--- src/rtl/ball_locator.sv ---
// Bright-pixel centroid locator: accumulates qualifying pixel coordinates per frame,
// then divides the sums by the pixel count with a serial restoring divider.
module ball_locator #(
  parameter int unsigned MIN_COUNT = 16,
  parameter int unsigned FRAME_W   = 640,
  parameter int unsigned FRAME_H   = 480
) (
  input  logic       pixel_clk,
  input  logic       rst_n,
  input  logic       pix_valid,
  input  logic [9:0] pix_x,
  input  logic [8:0] pix_y,
  input  logic [3:0] pix_data,
  input  logic       frame_end,
  input  logic [3:0] threshold,
  output logic [9:0] ball_x,
  output logic [8:0] ball_y,
  output logic       changeIdeal,
  output logic       ball_found,
  output logic       busy
);

  localparam int unsigned SUM_W    = 28;
  localparam int unsigned CNT_W    = 19;
  localparam int unsigned X_W      = 10;
  localparam int unsigned Y_W      = 9;
  localparam int unsigned BIT_W    = 5;
  localparam int unsigned DIV_LAST = 27;

  typedef enum logic [1:0] {IDLE, DIV_X, DIV_Y, PUBLISH} state_t;

  state_t             state, next_state;
  logic [SUM_W-1:0]   acc_x, acc_y;
  logic [CNT_W-1:0]   acc_cnt;
  logic [SUM_W-1:0]   snap_y;
  logic [CNT_W-1:0]   divisor;
  logic [SUM_W-1:0]   dividend;
  logic [CNT_W-1:0]   rem;
  logic [BIT_W-1:0]   bit_cnt;
  logic [X_W-1:0]     quo_x;
  logic               found_q;

  logic               pix_qual;
  logic [SUM_W-1:0]   sum_x_tot, sum_y_tot;
  logic [CNT_W-1:0]   cnt_tot;
  logic               meets_min;
  logic               div_done;
  logic [CNT_W:0]     rem_sh;
  logic               q_bit;
  logic [CNT_W-1:0]   rem_next;
  logic [SUM_W-1:0]   div_next;

  // Totals include a pixel arriving in the same cycle as frame_end
  always_comb begin
    pix_qual  = pix_valid && (pix_data >= threshold) &&
                (32'(pix_x) < FRAME_W) && (32'(pix_y) < FRAME_H);
    sum_x_tot = acc_x + (pix_qual ? SUM_W'(pix_x) : '0);
    sum_y_tot = acc_y + (pix_qual ? SUM_W'(pix_y) : '0);
    cnt_tot   = acc_cnt + CNT_W'(pix_qual);
    meets_min = (cnt_tot != '0) && (cnt_tot >= CNT_W'(MIN_COUNT));
    div_done  = (bit_cnt == BIT_W'(DIV_LAST));
  end

  // One restoring-division step: quotient bits shift into the dividend register
  always_comb begin
    rem_sh   = {rem, dividend[SUM_W-1]};
    q_bit    = (rem_sh >= {1'b0, divisor});
    rem_next = q_bit ? CNT_W'(rem_sh - {1'b0, divisor}) : CNT_W'(rem_sh);
    div_next = {dividend[SUM_W-2:0], q_bit};
  end

  always_ff @(posedge pixel_clk or negedge rst_n) begin
    if (!rst_n) state <= IDLE;
    else        state <= next_state;
  end

  always_comb begin
    next_state = state;
    case (state)
      IDLE:    if (frame_end) next_state = meets_min ? DIV_X : PUBLISH;
      DIV_X:   if (div_done)  next_state = DIV_Y;
      DIV_Y:   if (div_done)  next_state = PUBLISH;
      PUBLISH: next_state = IDLE;
      default: next_state = IDLE;
    endcase
  end

  // Accumulators run in every state; any frame_end clears them
  always_ff @(posedge pixel_clk or negedge rst_n) begin
    if (!rst_n) begin
      acc_x   <= '0;
      acc_y   <= '0;
      acc_cnt <= '0;
    end else if (frame_end) begin
      acc_x   <= '0;
      acc_y   <= '0;
      acc_cnt <= '0;
    end else begin
      acc_x   <= sum_x_tot;
      acc_y   <= sum_y_tot;
      acc_cnt <= cnt_tot;
    end
  end

  always_ff @(posedge pixel_clk or negedge rst_n) begin
    if (!rst_n) begin
      snap_y      <= '0;
      divisor     <= '0;
      dividend    <= '0;
      rem         <= '0;
      bit_cnt     <= '0;
      quo_x       <= '0;
      found_q     <= 1'b0;
      ball_x      <= '0;
      ball_y      <= '0;
      changeIdeal <= 1'b0;
      ball_found  <= 1'b0;
      busy        <= 1'b0;
    end else begin
      changeIdeal <= 1'b0;
      busy        <= (next_state != IDLE);
      case (state)
        IDLE: begin
          if (frame_end) begin
            snap_y   <= sum_y_tot;
            divisor  <= cnt_tot;
            dividend <= sum_x_tot;
            rem      <= '0;
            bit_cnt  <= '0;
            found_q  <= meets_min;
          end
        end
        DIV_X: begin
          dividend <= div_next;
          rem      <= rem_next;
          bit_cnt  <= bit_cnt + BIT_W'(1);
          if (div_done) begin
            quo_x    <= div_next[X_W-1:0];
            dividend <= snap_y;
            rem      <= '0;
            bit_cnt  <= '0;
          end
        end
        DIV_Y: begin
          dividend <= div_next;
          rem      <= rem_next;
          bit_cnt  <= bit_cnt + BIT_W'(1);
        end
        PUBLISH: begin
          if (found_q) begin
            ball_x      <= quo_x;
            ball_y      <= dividend[Y_W-1:0];
            ball_found  <= 1'b1;
            changeIdeal <= 1'b1;
          end else begin
            ball_found  <= 1'b0;
          end
        end
        default: ;
      endcase
    end
  end

endmodule

--- config.mk ---
export PLATFORM = sky130hd
export DESIGN_NAME = ball_locator
export DESIGN_NICKNAME = d
export VERILOG_FILES = /design/src/rtl/ball_locator.sv
export SDC_FILE = /design/constraint.sdc
export NUM_CORES = 1
export LEC_CHECK = 0
export BUFFER_PORTS_ARGS = -buffer_cell sky130_fd_sc_hd__buf_4
export CORE_MARGIN = 4
export CORE_UTILIZATION = 44
export DETAILED_ROUTE_END_ITERATION = 7
export HOLD_SLACK_MARGIN = 0.03
export PLACE_DENSITY = 0.67
export SETUP_SLACK_MARGIN = 0.1
export SLEW_MARGIN = 10
export SYNTH_ARGS = -nofsm -noshare
export SYNTH_HDL_FRONTEND = slang
export SYNTH_SLANG_ARGS = --single-unit
--- constraint.sdc ---
create_clock -name pixel_clk -period 2.73 [get_ports pixel_clk]
set_clock_uncertainty 0.1 [all_clocks]
set_input_delay 0.4095 -clock pixel_clk [delete_from_list [all_inputs] [get_ports pixel_clk]]
set_output_delay 0.4095 -clock pixel_clk [all_outputs]
set_load 0.02 [all_outputs]
==> results of run 1 <==
worst max-delay path, stage by stage:
cell                       delay, ps
sky130_fd_sc_hd__buf_8            90
sky130_fd_sc_hd__clkinv_8         40
sky130_fd_sc_hd__ha_4            190
sky130_fd_sc_hd__nand2b_4        120
sky130_fd_sc_hd__a21o_1          150
sky130_fd_sc_hd__a21o_1          160
sky130_fd_sc_hd__a21oi_2         120
sky130_fd_sc_hd__nor2_2           60
sky130_fd_sc_hd__buf_6           130
sky130_fd_sc_hd__and2_4          160
sky130_fd_sc_hd__ha_4            160
sky130_fd_sc_hd__inv_2            50
sky130_fd_sc_hd__fa_2            210
sky130_fd_sc_hd__nor2b_2          60
sky130_fd_sc_hd__o31a_1          350
sky130_fd_sc_hd__o31ai_4         310
sky130_fd_sc_hd__buf_6           180
sky130_fd_sc_hd__nand2_8          70
sky130_fd_sc_hd__nand4_1          90
sky130_fd_sc_hd__xor2_1          210
sky130_fd_sc_hd__o22ai_1         110
worst paths after layout:
check | depth (start not counted) | endpoint | from | slack, ps
setup / recovery | 21 | dividend[22] | pix_data[0] | -420
hold / removal | 3 | acc_x[22] | frame_end | 260
setup reg to reg | 7 | acc_y[27] | acc_y[14] | -90
hold reg to reg | 2 | quo_x[5] | quo_x[5] | 370
max in group asynchronous | 3 | bit_cnt[1] | rst_n | 1460
min in group asynchronous | 2 | quo_x[6] | rst_n | 330
what timing repair did:
action / in CTS / in global routing
gates cloned: 2 / 0
pin swaps: 83 / 79
hold buffers: 1 / 0
endpoints found under the setup margin: 109 / 125
hold endpoints to repair: 58 / 0
buffers inserted: 12 / 32
resized for setup: 125 / 124
through the flow:
stage	std cells	hold WS [ps]	worst slack, ps
floorplan	1174	13.9	-567
global placement	1610	347	-959
detailed placement	1610	344	-1010
CTS	1669	246	-318
global route	1699	264	-542
finish	1699	264	-424
power by group through the flow:
stage               Clock (mW)  Combinational [mW]  Sequential, mW
floorplan                    0                3.50            3.99
global placement             0                5.15            4.04
detailed placement           0                5.24            4.05
CTS                       3.48                5.70            4.01
global route              3.61                6.51            4.08
finish                    3.42                6.01            4.02
cell usage after synthesis (all sizes together), types with 24 or more instances:
master,instances,area (um^2)
nand3,30,155
nor2,120,463
xor2,45,394
inv,49,184
o21ai,110,551
xnor2,36,315
ha,49,613
a21oi,43,230
clkbuf,39,148
dfrtp,209,5230
a221oi,24,210
nand2,152,573
registers in the layout, summed over array words and instances, names as in the netlist:
| register | count |
|---|---|
| acc_x | 28 |
| acc_y | 28 |
| dividend | 28 |
| snap_y | 28 |
| acc_cnt | 19 |
| divisor | 19 |
| rem | 19 |
| ball_x | 10 |
| quo_x | 10 |
| ball_y | 9 |
| bit_cnt | 5 |
| state | 2 |
| ball_found | 1 |
| busy | 1 |
| changeIdeal | 1 |
| found_q | 1 |
per-layer routing:
| metal | wire length, um | vias to the layer above | global-route usage (%) |
|---|---|---|---|
| met2 | 14500 | 258 | 31.4 |
| li1 | - | 4442 | - |
| met4 | 366 | 0 | 5.12 |
| met1 | 14100 | 4670 | 30.9 |
| met5 | 0 | - | 0 |
| met3 | 1720 | 27 | 2.76 |
final cells by class:
class / instances / area, um^2 / share of cell area, %
sequential: 209 / 5230 / 34.1
multi-input combinational: 855 / 6890 / 44.8
clock inverter: 12 / 150 / 0.978
timing repair buffer: 210 / 1780 / 11.6
antenna: 1 / 2.50 / 0.0163
inverter: 50 / 203 / 1.32
clock buffer: 32 / 692 / 4.50
tap: 330 / 413 / 2.69
logic make-up (layout without fill, tap and decap cells):
| family | Yosys count | after routing | share of synthesized area [%] |
|---|---|---|---|
| mux | 27 | 27 | 2.63 |
| buf+inv | 110 | 304 | 4.23 |
| compound gates | 280 | 280 | 16.8 |
| other cells | 0 | 1 | 0 |
| xor+xnor | 81 | 81 | 6.34 |
| simple gates | 415 | 415 | 17.3 |
| fa+ha+maj | 52 | 52 | 6.02 |
| flops | 209 | 209 | 46.8 |
==> results by group, run 1 <==
Outcome
  • Run status: finished with violations
  • Failing checks: setup timing

Detailed routing
  • Detail-routed net length per standard cell: between 15 and 20 um
  • Total iterations of the first detailed-routing run: 5
  • Routed vias: 9397
  • Drt total wl: 30700 um
  • DRC violations left: 0
  • DRT antenna net count: 0
  • Vias per cell: roughly 5.5
  • Violation count after the first detailed-routing iteration: 683

STA
  • Minimum clock period after layout: 3150 ps
  • Final count of pins violating max slew: 0
  • Total of endpoints with negative setup slack in the final report: 95
  • Total Negative Setup Slacks: -23650 ps
  • Highest attainable clock frequency: 317 MHz
  • Final hold viol count: 0
  • RSZ-0062 raised after global routing: true
  • Share of the cycle needed by the critical path after routing: 116%
  • Min setup slack post-route: -424 ps
  • Slew margin rel.: between 50% and 60%
  • Slew at the pin closest to its max-slew limit: between 700 and 800 ps

Logic synthesis
  • Synthesized netlist net count: 1257
  • Post-synth cell types: 77
  • Count of flip-flops with a built-in enable after synthesis: 0
  • Post-Syn Instances: approximately 1200
  • Flip-flop cell with the highest count after synthesis: sky130_fd_sc_hd__dfrtp_1
  • Combined area of all synthesized cells: 11200 um^2
  • Async set or reset register ratio after synthesis: 100%
  • Sequential share of the synthesized area: 46.8%
  • Synth Warn #: 0
  • Number of synthesized register bits: 209
  • Synthesized area per cell: 9.53 um^2

Layout
  • Post-layout utilization of the core: between 60% and 70%
  • Final instance area: between 15000 and 20000 um^2
  • FILL cells: 1991
  • Synthesis-to-finish area growth: 37.3%
  • Commonest non-fill, non-tap cell in the layout: sky130_fd_sc_hd__dfrtp_1
  • Commonest cells after routing, fill and taps aside: 209 x sky130_fd_sc_hd__dfrtp_1, 177 x sky130_fd_sc_hd__buf_4, 132 x sky130_fd_sc_hd__nand2_1, 107 x sky130_fd_sc_hd__nor2_1, 53 x sky130_fd_sc_hd__o21ai_1
  • Count of nets after finishing: ~1400
  • Share of cells above drive strength 1: between 30% and 40%

Critical path
  • Crit end category: register
  • Data required, critical path: 3030 ps
  • Maximum fanout along the worst path: 6
  • Critical Path AT: roughly 3500 ps
  • Worst setup path category: input port to register
  • Crit path launch type: input port

Placement
  • Post-detailed-placement half-perimeter wirelength: 20000 um
  • Buffers on Ports: 52
  • Final weighted congestion in routability-driven placement: 0.890
  • Cell area after placement: 13000 um^2

Power and ir drop
  • Logic gate share of total power: 44.7%
  • Clock share of power: 25.4%
  • Power Dens Cells: 876 nW/um^2
  • Cell-internal power: around 8.3 mW
  • Leakage power total: 6.85 nW
  • Switching power total: 5.13 mW
  • Total power draw: 13.5 mW
  • Share of total power in sequential cells: roughly 30%
  • Maximum vdd drop: 0.561 mV
  • Net switching fraction of the power: 38.2%

Clock tree
  • Number of CTS-inserted buffers: 25
  • Number of clock sinks: 209
  • Total number of H-tree levels: 1
  • TritonCTS clock tree: done
  • Clock Latency Late Sink: between 500 and 600 ps
  • Root buffer cell: sky130_fd_sc_hd__clkbuf_16
  • Worst-path clk slew: 60 ps
  • Maximum buffer depth of the clock tree: 3

Die
  • Top-level I/O count: 53
  • Initial core utilization: about 45%
  • Area enclosed by the die boundary: 28000 um^2
  • Number of rows created at floorplan: 58
  • Die boundary height: between 150 and 200 um
  • Die Wd: 167 um
  • Core Footprint: 25100 um^2

Worst hold path
  • Worst min-delay path class: input port to register

Global route
  • Initial antenna violation count: 1
  • GRT Total Usage: 20.5%
  • Remaining global-route overflow: 0
  • Maximum number of pins on one net before global-route repair: 90
  • First-pass GRT wire length: 47800 um
  • Number of global-route vias before repair: 9183

Run
  • Number of violations of the max-capacitance limit: 0
No activity file was read; power rests on OpenSTA's default activity.
==> run 2: changes to the inputs <==
- clock period: 2.73 -> 3.45 ns (I/O delays scaled with it)
==> run 2 against run 1 <==
Compared with the run above: the flow now finishes without violations; cell count is 3.6% lower; wire length is 12% lower; first-iteration DRC count is 2.3% higher; non-clock buffer count is 61 lower; via count is 5.0% lower; global-route usage is 1.6 points lower; sequential share of layout area is 4.1 points higher; total power is 28% lower; hold slack better by 110 ps; core utilization is 6.5 points lower; combinational power is 36% lower; highest routed layer unchanged.
==> results by group, run 2 (same netlist as run 1, synthesis figures left out) <==
Outcome
  • Run status: complete, no violations (was finished with violations)

Critical path
  • Crit-path leading delay family: compound AO/OA/AOI/OAI gates (unchanged)
  • Worst r2r path cells: 8 (was 7)
  • Slowest stage delay, CP: 350 ps (about the same)
  • Maximum fanout along the worst path: 4 (was 6)
  • Critical Path AT: 3600 ps (was 3450 ps)
  • Crit path launch type: input port (unchanged)
  • Data required, critical path: 3770 ps (was 3030 ps)
  • Worst setup path category: input port to register (unchanged)
  • Crit end category: register (unchanged)
  • Crit path buffers/inverters: 6 (was 5)
  • Total stage count of the critical path: 21 (unchanged)
  • Slowest stage cell on the critical path: sky130_fd_sc_hd__o31a_1 (unchanged)
  • Critical Path, Cell by Cell: buf_8 > clkinv_4 > ha_4 > nand2b_4 > a21o_1 > a21o_1 > a21oi_2 > nor2_2 > buf_6 > and2_4 > ha_4 > inv_2 > fa_2 > nor2b_2 > o31a_1 > buf_4 > o31ai_1 > xor2_1 > buf_4 > o21ai_0 > o21a_1 (was buf_8 > clkinv_8 > ha_4 > nand2b_4 > a21o_1 > a21o_1 > a21oi_2 > nor2_2 > buf_6 > and2_4 > ha_4 > inv_2 > fa_2 > nor2b_2 > o31a_1 > o31ai_4 > buf_6 > nand2_8 > nand4_1 > xor2_1 > o22ai_1)

Power and ir drop
  • Share of total power in sequential cells: 32.7% (was 29.9%)
  • Leakage power total: 6.25 nW (was 6.85 nW)
  • Maximum vdd drop: 0.434 mV (was 0.561 mV)
  • Logic gate share of total power: 39.8% (was 44.7%)
  • Power Dens Cells: 708 nW/um^2 (was 876 nW/um^2)
  • Cell-internal power: 6.06 mW (was 8.32 mW)
  • Clock share of power: 27.5% (was 25.4%)
  • Switching power total: 3.65 mW (was 5.13 mW)
  • Net switching fraction of the power: 37.6% (was 38.2%)

Placement
  • Total instance count after detailed placement: 1587 (was 1610)
  • Final weighted congestion in routability-driven placement: 0.867 (was 0.890)
  • Post-detailed-placement half-perimeter wirelength: 18900 um (was 20000 um)
  • Pre-CTS setup slack: -438 ps (was -1010 ps)
  • Buffers on Ports: 52 (unchanged)

Layout
  • Non-filler instance count after layout: 1637 (was 1699)
  • Commonest non-fill, non-tap cell in the layout: sky130_fd_sc_hd__dfrtp_1 (unchanged)
  • Count of nets after finishing: 1372 (was 1434)
  • Share of cells above drive strength 1: 22.0% (was 35.2%)
  • FILL cells: 2234 (was 1991)
  • Commonest cells after routing, fill and taps aside: 209 x sky130_fd_sc_hd__dfrtp_1, 148 x sky130_fd_sc_hd__nand2_1, 142 x sky130_fd_sc_hd__buf_4, 116 x sky130_fd_sc_hd__nor2_1, 83 x sky130_fd_sc_hd__o21ai_0 (was 209 x sky130_fd_sc_hd__dfrtp_1, 177 x sky130_fd_sc_hd__buf_4, 132 x sky130_fd_sc_hd__nand2_1, 107 x sky130_fd_sc_hd__nor2_1, 53 x sky130_fd_sc_hd__o21ai_1)
  • Number of antenna cells inserted: 0 (was 1)
  • Post-layout utilization of the core: 54.7% (was 61.2%)
  • Synthesis-to-finish area growth: 22.7% (was 37.3%)

Die
  • Top-level I/O count: 53 (unchanged)
  • Number of rows created at floorplan: 58 (unchanged)
  • Core Footprint: 25100 um^2 (unchanged)
  • Initial core utilization: 44.6% (unchanged)
  • Die Wd: 167 um (unchanged)
  • Die boundary height: 167 um (unchanged)
  • Area enclosed by the die boundary: 28000 um^2 (unchanged)

Detailed routing
  • Total iterations of the first detailed-routing run: 5 (unchanged)
  • Violation count after the first detailed-routing iteration: 699 (was 683)
  • Routed vias: 8924 (was 9397)
  • Detail-routed net length per standard cell: 16.4 um (was 18.0 um)
  • Drt total wl: 26900 um (was 30700 um)
  • DRT antenna net count: 0 (unchanged)
  • Vias per cell: 5.45 (was 5.53)
  • DRC violations left: 0 (unchanged)

STA
  • Highest attainable clock frequency: 305 MHz
  • RSZ-0062 raised after global routing: true (unchanged)
  • Share of the cycle needed by the critical path after routing: 95.0%
  • Total of endpoints with negative setup slack in the final report: 0 (was 95)
  • Slew at the pin closest to its max-slew limit: 893 ps (was 732 ps)
  • Slew margin rel.: 40.5% (was 51.2%)
  • Final-layout worst hold slack: 371 ps (was 264 ps)
  • Minimum clock period after layout: roughly 3300 ps
  • Min setup slack post-route: 173 ps (was -424 ps)
  • Final count of pins violating max slew: 0 (unchanged)
  • Final hold viol count: 0 (unchanged)

Clock tree
  • Number of CTS-inserted buffers: 24 (was 25)
  • Total number of H-tree levels: 1 (unchanged)
  • TritonCTS clock tree: done (unchanged)
  • Root buffer cell: sky130_fd_sc_hd__clkbuf_16 (unchanged)
  • Worst-path clk slew: 60 ps (about the same)
  • Number of clock sinks: 209 (unchanged)
  • Clock Latency Late Sink: 530 ps (about the same)
  • Maximum buffer depth of the clock tree: 3 (unchanged)

Global route
  • Remaining global-route overflow: 0 (unchanged)
  • GRT Total Usage: 18.9% (was 20.5%)
  • Maximum number of pins on one net before global-route repair: 95 (was 90)
  • First-pass GRT wire length: 44700 um (was 47800 um)
  • Number of global-route vias before repair: 8698 (was 9183)
  • Initial antenna violation count: 0 (was 1)

Worst hold path
  • Worst min-delay path class: register to register (was input port to register)
  • Instance count along the most critical hold path: 2 (was 3)

Run
  • Number of violations of the max-capacitance limit: 0 (unchanged)
run 2: changes by cell type in the layout (fill, tap and decap cells not counted), moves of 17 or more:
cell,delta
sky130_fd_sc_hd__buf_4,-35
sky130_fd_sc_hd__o21ai_0,+35
sky130_fd_sc_hd__o21ai_1,-29
sky130_fd_sc_hd__buf_6,-19
sky130_fd_sc_hd__xor2_1,+17
run 2: what timing repair did:
action,4_1_cts,5_1_grt
pin swaps,0,32
cloned,0,0
setup endpoints to repair,1,80
gates resized for setup,1,57
setup buffers,0,5
hold endpoints to repair,53,0
hold buffers,1,0
run 2: power groups by stage:
| stage | Clock (mW) | Sequential, mW | Combinational, mW |
|---|---|---|---|
| finish | 2.67 | 3.18 | 3.87 |
| global route | 2.84 | 3.22 | 4.30 |
| CTS | 2.73 | 3.17 | 3.83 |
| detailed placement | 0 | 3.21 | 3.82 |
| global placement | 0 | 3.20 | 3.75 |
| floorplan | 0 | 3.16 | 2.75 |
run 2: path summary, 6_finish.rpt:
path	slack, ps	to	from
setup / recovery	170	dividend[8]	pix_data[0]
hold / removal	370	quo_x[3]	quo_x[3]
setup reg to reg	550	rem[15]	bit_cnt[0]
hold reg to reg	370	quo_x[3]	quo_x[3]
max in group asynchronous	1850	acc_cnt[2]	rst_n
min in group asynchronous	520	ball_x[8]	rst_n
run 2: final cells by class:
| cell class | instances | area [um^2] | share of cell area, % |
|---|---|---|---|
| Clock inverter | 9 | 156 | 1.14 |
| Multi-Input combinational cell | 855 | 5880 | 42.9 |
| Clock buffer | 35 | 682 | 4.97 |
| Sequential cell | 209 | 5230 | 38.1 |
| Tap cell | 330 | 413 | 3.01 |
| Timing Repair Buffer | 149 | 1170 | 8.50 |
| Inverter | 50 | 193 | 1.40 |
run 2: per-layer routing:
layer / wire length, um / vias to the layer above / global-route usage (%)
met5: 0 / - / 0
met4: 403 / 0 / 3.99
met3: 1780 / 37 / 3.82
met2: 11800 / 210 / 28.8
met1: 12900 / 4325 / 28.2
li1: - / 4352 / -
run 2: worst min-delay path, cell delays in order, from the launching register on:
cell and delay (ps):
sky130_fd_sc_hd__dfrtp_1 340, sky130_fd_sc_hd__nand2_1 50, sky130_fd_sc_hd__nand2_1 50
run 2: through the flow:
stage	power, mW	instance area, um^2	TNS [ps]
after detailed placement	7.02	12500	-27120
after global placement	6.95	12500	-22860
after CTS	9.72	13400	0
final	9.71	13700	0
after floorplan	5.90	11300	0
after global routing	10.4	13700	-7.16
==> run 3: changes to the inputs <==
- CORE_UTILIZATION: 44 -> 45
- PLACE_DENSITY: 0.67 -> 0.68
==> run 3 against run 2 <==
Compared with the run above: total power down 1.8%; sequential cell count is the same; combinational power is essentially flat; global-route usage about the same; core utilization rose by 1.3 points; cell count fell by 0.12%; design area shrank 0.62%; wire length barely moved; count of clock-buffer cells in the layout stayed put; critical path type unchanged; highest routed layer unchanged.
==> results by group, run 3 (same netlist as run 1, synthesis figures left out) <==
Critical path
  • Worst r2r path cells: 11 (was 8)
  • Slack of the worst reg-to-reg path: 560 ps (was 550 ps)
  • Startpoint of the worst setup timing path: pix_data[0] (unchanged)
  • Terminus of the critical flop-to-flop path: rem[18] (was rem[15])
  • Crit path launch type: input port (unchanged)
  • Crit end category: register (unchanged)
  • Data required, critical path: 3700 ps (was 3770 ps)
  • Critical Path AT: 3510 ps (was 3600 ps)
  • Maximum fanout along the worst path: 7 (was 4)
  • Worst flop-to-flop path startpoint: dividend[27] (was bit_cnt[0])
  • Worst setup path category: input port to register (unchanged)

STA
  • Final-layout worst hold slack: 314 ps (was 371 ps)
  • Total of endpoints with negative setup slack in the final report: 0 (unchanged)
  • Share of the cycle needed by the critical path after routing: 94.6% (was 95.0%)
  • Slew at the pin closest to its max-slew limit: 921 ps (was 893 ps)
  • Slew margin rel.: 38.6% (was 40.5%)
  • Minimum clock period after layout: 3260 ps (was 3280 ps)
  • Final hold viol count: 0 (unchanged)
  • Highest attainable clock frequency: 307 MHz (was 305 MHz)
  • Total Negative Setup Slacks: 0 ps (unchanged)
  • Final count of pins violating max slew: 0 (unchanged)
  • RSZ-0062 raised after global routing: true (unchanged)
  • Min setup slack post-route: 188 ps (was 173 ps)

Outcome
  • Run status: complete, no violations (unchanged)

Detailed routing
  • Total iterations of the first detailed-routing run: 5 (unchanged)
  • Routed vias: 8878 (was 8924)
  • DRT antenna net count: 0 (unchanged)
  • Drt total wl: 26900 um (about the same)
  • Detail-routed net length per standard cell: 16.4 um (about the same)
  • Vias per cell: 5.43 (was 5.45)
  • DRC violations left: 0 (unchanged)
  • Violation count after the first detailed-routing iteration: 810 (was 699)

Placement
  • Buffers on Ports: 52 (unchanged)
  • Cell area after placement: 12600 um^2 (was 12500 um^2)
  • Final weighted congestion in routability-driven placement: 0.866 (was 0.867)
  • Pre-CTS setup slack: -447 ps (was -438 ps)
  • Post-detailed-placement half-perimeter wirelength: 19000 um (was 18900 um)

Global route
  • Number of global-route vias before repair: 8676 (was 8698)
  • GRT Total Usage: 18.9% (about the same)
  • Initial antenna violation count: 0 (unchanged)
  • First-pass GRT wire length: 44000 um (was 44700 um)
  • Remaining global-route overflow: 0 (unchanged)
  • Maximum number of pins on one net before global-route repair: 80 (was 95)

Die
  • Number of rows created at floorplan: 57 (was 58)
  • Die Wd: 166 um (was 167 um)
  • Top-level I/O count: 53 (unchanged)
  • Core Footprint: 24400 um^2 (was 25100 um^2)
  • Initial core utilization: 45.9% (was 44.6%)
  • Area enclosed by the die boundary: 27400 um^2 (was 28000 um^2)
  • Die boundary height: 166 um (was 167 um)

Clock tree
  • Root buffer cell: sky130_fd_sc_hd__clkbuf_16 (unchanged)
  • Clock Latency Late Sink: 510 ps (was 530 ps)
  • Number of CTS-inserted buffers: 23 (was 24)
  • Total number of H-tree levels: 1 (unchanged)
  • TritonCTS clock tree: done (unchanged)
  • Maximum buffer depth of the clock tree: 3 (unchanged)
  • Worst-path clk slew: 60 ps (about the same)
  • Number of clock sinks: 209 (unchanged)

Worst hold path
  • Worst Hold Path EP: state[1] (was quo_x[3])
  • Hold wc startpoint: frame_end (was quo_x[3])
  • Instance count along the most critical hold path: 4 (was 2)
  • Worst min-delay path class: input port to register (was register to register)

Layout
  • Commonest cells after routing, fill and taps aside: 209 x sky130_fd_sc_hd__dfrtp_1, 148 x sky130_fd_sc_hd__nand2_1, 148 x sky130_fd_sc_hd__buf_4, 115 x sky130_fd_sc_hd__nor2_1, 84 x sky130_fd_sc_hd__o21ai_0 (was 209 x sky130_fd_sc_hd__dfrtp_1, 148 x sky130_fd_sc_hd__nand2_1, 142 x sky130_fd_sc_hd__buf_4, 116 x sky130_fd_sc_hd__nor2_1, 83 x sky130_fd_sc_hd__o21ai_0)
  • Synthesis-to-finish area growth: 21.9% (was 22.7%)
  • Final instance area: 13600 um^2 (was 13700 um^2)
  • Count of nets after finishing: 1377 (was 1372)
  • Commonest non-fill, non-tap cell in the layout: sky130_fd_sc_hd__dfrtp_1 (unchanged)
  • Number of antenna cells inserted: 0 (unchanged)
  • Share of cells above drive strength 1: 22.2% (was 22.0%)

Power and ir drop
  • Total power draw: 9.54 mW (was 9.71 mW)
  • Maximum vdd drop: 0.416 mV (was 0.434 mV)
  • Leakage power total: 6.23 nW (was 6.25 nW)
  • Power Dens Cells: 699 nW/um^2 (was 708 nW/um^2)

Run
  • Number of violations of the max-capacitance limit: 0 (unchanged)
==> run 3: cell types whose count changed in the layout (fill, tap and decap cells not counted), moves of 3 or more <==
cell / change
sky130_fd_sc_hd__buf_4: +6
sky130_fd_sc_hd__a21oi_2: +4
sky130_fd_sc_hd__a21oi_1: -3
sky130_fd_sc_hd__ha_4: -3
==> run 3: area by class of cell <==
| class | count | area (um^2) |
|---|---|---|
| clock buffers | 35 | 681 |
| clock inverters | 7 | 93.8 |
| fillers | 2101 | 10800 |
| inverters | 50 | 193 |
| multi-input cells | 855 | 5840 |
| flip-flops and latches | 209 | 5230 |
| well taps | 324 | 405 |
| repair buffers | 155 | 1200 |
==> run 3: stage by stage <==
stage | std cells | utilization [%]
2_1_floorplan | 1174 | -
3_3_place_gp | 1588 | 51.6
3_5_place_dp | 1588 | 51.6
4_1_cts | 1631 | 54.9
5_1_grt | 1635 | 55.9
6_report | 1635 | 55.9
==> run 3: what timing repair did <==
| action | 4_1_cts | 5_1_grt |
|---|---|---|
| endpoints found under the hold margin | 75 | 0 |
| endpoints found under the setup margin | 6 | 75 |
| hold buffers | 1 | 0 |
| pin swaps | 1 | 20 |
| setup buffers | 0 | 3 |
| resized for setup | 2 | 44 |
| cloned | 0 | 1 |
==> run 3: how the worst max path moves through the flow <==
stage | endpoint | slack [ps] | cells past startpoint
after floorplan | found_q | 40 | 17
after global placement | acc_x[27] | -380 | 20
after detailed placement | dividend[27] | -450 | 20
after CTS | dividend[14] | 100 | 18
after global routing | dividend[16] | -2 | 21
final | snap_y[25] | 190 | 21
==> run 3: where the power goes <==
part | leakage [nW] | internal (mW) | switching (mW) | total, mW
combinational | 3.02 | 1.55 | 2.32 | 3.87
clock | 0.375 | 1.51 | 0.987 | 2.50
sequential | 2.83 | 2.85 | 0.323 | 3.17
total | 6.23 | 5.91 | 3.63 | 9.54
==> run 3: critical path, cell delays in order <==
cell	delay [ps]
sky130_fd_sc_hd__buf_4	120
sky130_fd_sc_hd__inv_6	40
sky130_fd_sc_hd__ha_4	180
sky130_fd_sc_hd__nand2b_4	120
sky130_fd_sc_hd__a21o_1	150
sky130_fd_sc_hd__a21o_1	160
sky130_fd_sc_hd__a21oi_2	140
sky130_fd_sc_hd__nor2_2	70
sky130_fd_sc_hd__buf_2	150
sky130_fd_sc_hd__and2_1	160
sky130_fd_sc_hd__ha_1	290
sky130_fd_sc_hd__buf_4	120
sky130_fd_sc_hd__nand3_1	90
sky130_fd_sc_hd__nor2_2	140
sky130_fd_sc_hd__o21ai_0	120
sky130_fd_sc_hd__buf_4	160
sky130_fd_sc_hd__a21oi_2	120
sky130_fd_sc_hd__buf_4	170
sky130_fd_sc_hd__nor3b_2	240
sky130_fd_sc_hd__xnor2_2	160
sky130_fd_sc_hd__o21ai_1	90
==> run 3: metal layers <==
metal	vias to the layer above	track usage (%)	routed length, um
met5	-	0	0
met4	0	4.05	367
met3	29	3.36	1440
met2	210	28.9	11800
met1	4296	28.4	13300
li1	4343	-	-
